==> config.mk <==
export PLATFORM = sky130hd
export DESIGN_NAME = bresenham
export DESIGN_NICKNAME = d
export VERILOG_FILES = /design/src/rtl/bresenham.sv
export SDC_FILE = /design/constraint.sdc
export NUM_CORES = 1
export LEC_CHECK = 0
export BUFFER_PORTS_ARGS = -buffer_cell sky130_fd_sc_hd__buf_4
export CORE_ASPECT_RATIO = 2
export CORE_UTILIZATION = 56
export CTS_CLUSTER_SIZE = 12
export DETAILED_ROUTE_END_ITERATION = 6
export PLACE_DENSITY = 0.84
export SYNTH_ARGS = -nofsm -noshare
export SYNTH_HDL_FRONTEND = slang
export SYNTH_SLANG_ARGS = --single-unit
==> constraint.sdc <==
create_clock -name clk -period 4.84 [get_ports clk]
set_clock_uncertainty 0.15 [all_clocks]
set_input_delay 0.484 -clock clk [delete_from_list [all_inputs] [get_ports clk]]
set_output_delay 0.484 -clock clk [all_outputs]
set_load 0.01 [all_outputs]
==> src/rtl/bresenham.sv <==
// Bresenham line rasteriser: walks from (x0,y0) to (x1,y1) inclusive, one
// pixel per enabled clock, with a start/busy/done handshake and clk_en pacing.
module bresenham #(
   parameter int W = 10
) (
   input  logic         clk,
   input  logic         reset,
   input  logic         clk_en,
   input  logic         start,
   input  logic [W-1:0] x0,
   input  logic [W-1:0] y0,
   input  logic [W-1:0] x1,
   input  logic [W-1:0] y1,
   output logic [W-1:0] x,
   output logic [W-1:0] y,
   output logic         plot,
   output logic         busy,
   output logic         done
);

   // Two guard bits: |delta| needs W+1 bits plus sign.
   localparam int EW = W + 2;

   typedef enum logic [1:0] {ST_IDLE, ST_INIT, ST_DRAW, ST_DONE} state_t;

   state_t                state, state_n;
   logic [W-1:0]          lx0, ly0, lx1, ly1;
   logic [W-1:0]          lx0_n, ly0_n, lx1_n, ly1_n;
   logic [W-1:0]          x_n, y_n;
   logic                  plot_n, busy_n, done_n;
   logic signed [EW-1:0]  dx, dy, err;
   logic signed [EW-1:0]  dx_n, dy_n, err_n;
   logic                  sx_neg, sy_neg, sx_neg_n, sy_neg_n;

   logic signed [EW-1:0]  adx, ady;
   logic signed [EW:0]    e2, dx_e, dy_e;
   logic                  step_x, step_y;

   // Absolute difference of two unsigned coordinates, widened to EW signed bits.
   function automatic logic signed [EW-1:0] abs_diff(input logic [W-1:0] a,
                                                     input logic [W-1:0] b);
      logic signed [EW-1:0] d;
      d = signed'({2'b00, a}) - signed'({2'b00, b});
      return (d < 0) ? -d : d;
   endfunction

   assign adx    = abs_diff(lx1, lx0);
   assign ady    = abs_diff(ly1, ly0);
   // e2 is kept one bit wider than err so doubling can never wrap.
   assign e2     = signed'({err, 1'b0});
   assign dx_e   = signed'({dx[EW-1], dx});
   assign dy_e   = signed'({dy[EW-1], dy});
   assign step_x = (e2 >= dy_e);
   assign step_y = (e2 <= dx_e);

   // Next-state and next-output logic; every register defaults to holding.
   always_comb begin
      state_n  = state;
      lx0_n    = lx0;
      ly0_n    = ly0;
      lx1_n    = lx1;
      ly1_n    = ly1;
      x_n      = x;
      y_n      = y;
      plot_n   = plot;
      busy_n   = busy;
      done_n   = done;
      dx_n     = dx;
      dy_n     = dy;
      err_n    = err;
      sx_neg_n = sx_neg;
      sy_neg_n = sy_neg;
      case (state)
         ST_IDLE: begin
            plot_n = 1'b0;
            done_n = 1'b0;
            if (start) begin
               lx0_n   = x0;
               ly0_n   = y0;
               lx1_n   = x1;
               ly1_n   = y1;
               busy_n  = 1'b1;
               state_n = ST_INIT;
            end
         end
         ST_INIT: begin
            dx_n     = adx;
            dy_n     = -ady;
            sx_neg_n = !(lx0 < lx1);
            sy_neg_n = !(ly0 < ly1);
            err_n    = adx - ady;
            x_n      = lx0;
            y_n      = ly0;
            plot_n   = 1'b1;
            state_n  = ST_DRAW;
         end
         ST_DRAW: begin
            if (x == lx1 && y == ly1) begin
               plot_n  = 1'b0;
               done_n  = 1'b1;
               busy_n  = 1'b0;
               state_n = ST_DONE;
            end else begin
               // Both axis decisions use the pre-update err.
               err_n = err + (step_x ? dy : '0) + (step_y ? dx : '0);
               if (step_x) x_n = sx_neg ? x - W'(1) : x + W'(1);
               if (step_y) y_n = sy_neg ? y - W'(1) : y + W'(1);
            end
         end
         ST_DONE: begin
            done_n  = 1'b0;
            state_n = ST_IDLE;
         end
         default: begin
            state_n = ST_IDLE;
         end
      endcase
   end

   // State and output registers; reset wins over clk_en, clk_en=0 holds all.
   always_ff @(posedge clk) begin
      if (reset) begin
         state  <= ST_IDLE;
         lx0    <= '0;
         ly0    <= '0;
         lx1    <= '0;
         ly1    <= '0;
         x      <= '0;
         y      <= '0;
         plot   <= 1'b0;
         busy   <= 1'b0;
         done   <= 1'b0;
         dx     <= '0;
         dy     <= '0;
         err    <= '0;
         sx_neg <= 1'b0;
         sy_neg <= 1'b0;
      end else if (clk_en) begin
         state  <= state_n;
         lx0    <= lx0_n;
         ly0    <= ly0_n;
         lx1    <= lx1_n;
         ly1    <= ly1_n;
         x      <= x_n;
         y      <= y_n;
         plot   <= plot_n;
         busy   <= busy_n;
         done   <= done_n;
         dx     <= dx_n;
         dy     <= dy_n;
         err    <= err_n;
         sx_neg <= sx_neg_n;
         sy_neg <= sy_neg_n;
      end
   end

endmodule

==> results_dict.tcl <==
set metrics [dict create \
    outcome "finished clean" \
    cpMaxStageDelayCell "fa_1" \
    mostFrequentLayoutCells "nand2_1, buf_4, dfxtp_1, nor2_1, inv_1" \
    htreeDepth 3 \
    synthesis.instances 1112 \
    vias 8299 \
    track_usage 0.336 \
    die_x_um 89.6 \
    cp-start-kind "flop" \
    r2r_cells 20 \
    synth_sequential_area_ratio 0.240 \
    cts_buffers 9 \
    final-setup-viol-count 0 \
    start_util 0.577 \
    cp_slowest_stage_delay_ns 0.41 \
    io_buffers 66 \
    avgViaCountPerCell 5.98 \
    synth_fp_nets 1261 \
    clock_latency_ns 0.37 \
    grt_max_degree 59 \
    worst_path_most_repeated_cell "buf_4" \
    grt_pass1_vias 8289 \
    critPathArrivalTime_ns 4.86 \
    fin_crit_ns 4.73 \
    crit_path_end_kind "flop" \
    clkTransAtPathRegs_ns 0.08 \
    synth_adder_area_share 0.168 \
    gp_congestion 1.00 \
    cts_buffer_depth 2 \
    synth.area.mux_share 0.0179 \
    num_rows 63 \
    final_hold_viol_count 0 \
    hold_start "x0[6]" \
    hold_depth 3 \
    wl_per_cell_um 18.1 \
    yosys.area.top_type "dfxtp_1" \
    syn_avg_cell_area_um2 7.73 \
    synth_warnings 0 \
    synth_xor_area_frac 0.0730 \
    tightest_slew_ns 0.847 \
    post-dp-hpwl_mm 19.7 \
    ys_ff_latch 103 \
    r2r-end "err[10]" \
    min_period_over_period 0.976 \
    min_to "lx0[6]" \
    final_nets 1337 \
    antenna_found_initial 0 \
    drv_cap 0 \
    antenna_cells 0 \
    path_max_fanout 10 \
    ir_worst_vdd_mv 0.279 \
    synth_top_family_by_area "compound AO/OA/AOI/OAI gates" \
    reg2reg_from "dx[2]" \
    pin_count 67 \
    cts.sinks 103 \
    dr.first_iter.drc_count 390 \
    first_pass_iters 5 \
    die_height_um 177 \
    drtAntennaViolNets 0 \
    grt_pass1_wl_mm 40.1 \
    synth_ff_type "dfxtp_1" \
    power.density_nw_per_um2 409 \
    layout-drive-gt1-share 0.140 \
    hold_class "in2reg" \
    power_mw 4.04 \
    synthArstFlopShare 0 \
    fmax_mhz 212 \
    dieArea_um2 15900 \
    cts_root_buf "clkbuf_16" \
    cellLeakagePower_nw 4.16 \
    cp.required_ns 4.97 \
    critPathBufInv 5 \
    route.detailed.drc 0 \
    setup_tns_ns 0 \
    yosysUniqueCellTypes 70 \
    wl_mm 25.2 \
    synth_edf_count 0 \
    synth.area.top_cells "dfxtp_1, ha_1, nand2_1" \
    slew_headroom 0.430 \
    seq_area_um2 2060 \
    r2r_setup_slack_ns 0.11 \
    final_common_cell "nand2_1" \
    hold_buffers 0 \
    setup.worst_path.class "reg2reg" \
    synth-simple-area-share 0.211 \
    synth_compound_area_frac 0.230 \
    maxSlewViolCount 0 \
    synth_top_cell_area_share 0.240 \
    syn_to_final_growth_pct 15.0 \
    fillCellCount 1201 \
    multi_input_comb_area_um2 6120 \
    syn-cell-area_um2 8590 \
    cts_tree "yes" \
    final_util 0.663 \
    core_um2 14900 \
    path_cells "inv_1 -> ha_1 -> a21o_1 -> a21o_1 -> a211o_1 -> a211o_1 -> a31oi_1 -> buf_4 -> buf_4 -> and2_1 -> fa_1 -> ha_1 -> inv_1 -> o21bai_1 -> a2111oi_1 -> buf_4 -> o41ai_2 -> xor2_1 -> nand2_1 -> a311oi_2" \
    gr-total-overflow 0 \
    critPathTopFamily "compound AO/OA/AOI/OAI gates" \
]
[flip-flops by register name, summed over array words and instances, names as in the netlist, 2 cells and up]
name	count
err	12
lx0	10
ly0	10
x	10
y	10
ly1	10
state	2
lx1	10
dx	12
dy	12
[worst max-delay path by stage]
stage                start       to  slack, ns  cells past startpoint
floorplan            dx[2]  err[10]       0.16                     19
global placement    lx1[0]   err[5]       0.07                     23
detailed placement  lx1[0]   err[5]      -0.09                     23
CTS                 lx1[0]   err[9]       0.03                     23
global route        lx1[0]  err[10]      -0.08                     20
finish               dx[2]  err[10]       0.11                     20
[layout make-up]
cell class / count / area share
multi-input cells: 871 / 0.619
flip-flops and latches: 103 / 0.209
repair buffers: 110 / 0.0836
inverters: 93 / 0.0353
well taps: 195 / 0.0247
clock buffers: 9 / 0.0228
clock inverters: 7 / 0.00570
[worst reg2reg max path, stage by stage (launching register included)]
cell	delay, ns
dfxtp_1	0.34
inv_1	0.06
ha_1	0.31
a21o_1	0.18
a21o_1	0.18
a211o_1	0.28
a211o_1	0.31
a31oi_1	0.16
buf_4	0.16
buf_4	0.16
and2_1	0.15
fa_1	0.41
ha_1	0.34
inv_1	0.06
o21bai_1	0.19
a2111oi_1	0.11
buf_4	0.15
o41ai_2	0.36
xor2_1	0.18
nand2_1	0.10
a311oi_2	0.29
[stage by stage]
step	setup WS (ns)	instances	hold slack (ns)	cell area [um^2]
floorplan	0.164	1112	0.286	8590
global placement	0.0692	1369	0.298	9470
detailed placement	-0.0893	1369	0.316	9470
CTS	0.0284	1385	0.210	9760
global route	-0.0790	1388	0.209	9880
finish	0.114	1388	0.212	9880
[report_power, final]
part	total (mW)	leakage (nW)	internal (mW)	switching, mW
registers	0.967	0.838	0.901	0.0658
logic	2.36	3.19	1.01	1.35
clock network	0.712	0.130	0.355	0.358
[Yosys cell counts, types with 14 or more instances]
library cell and instances:
nand2_1 137, nor2b_1 14, fa_1 17, a21oi_1 91, ha_1 88, nand3_1 20, nor3_1 28, o21ai_0 44
nor2_1 97, o21a_1 15, xor2_1 31, a211oi_1 36, clkbuf_1 37, a21o_1 17, inv_1 93, dfxtp_1 103
and2_1 22, xnor2_1 38
[cells by family after synthesis]
kind of cell | after synthesis
multiplexers | 15
XOR/XNOR | 70
flip-flops | 103
AO/OA/AOI/OAI | 295
buffers and inverters | 138
AND/OR/NAND/NOR | 386
adder cells (fa/ha/maj) | 105
[layer usage]
metal  wire length (um)  vias to the layer above  track usage
li1                   -                     4068            -
met1               8670                     3786        0.326
met2              13100                      312        0.590
met3               1070                      133       0.0546
met4               2350                        0        0.287
met5                  0                        -            0
[timing repair]
action                                  CTS  global route
buffers inserted                          0             3
hold endpoints to repair                  0             0
endpoints found under the setup margin    2             7
cloned                                    0             0
gates resized for setup                   2            30
pin swaps                                 0             7
(Power assumes the default switching activity.)
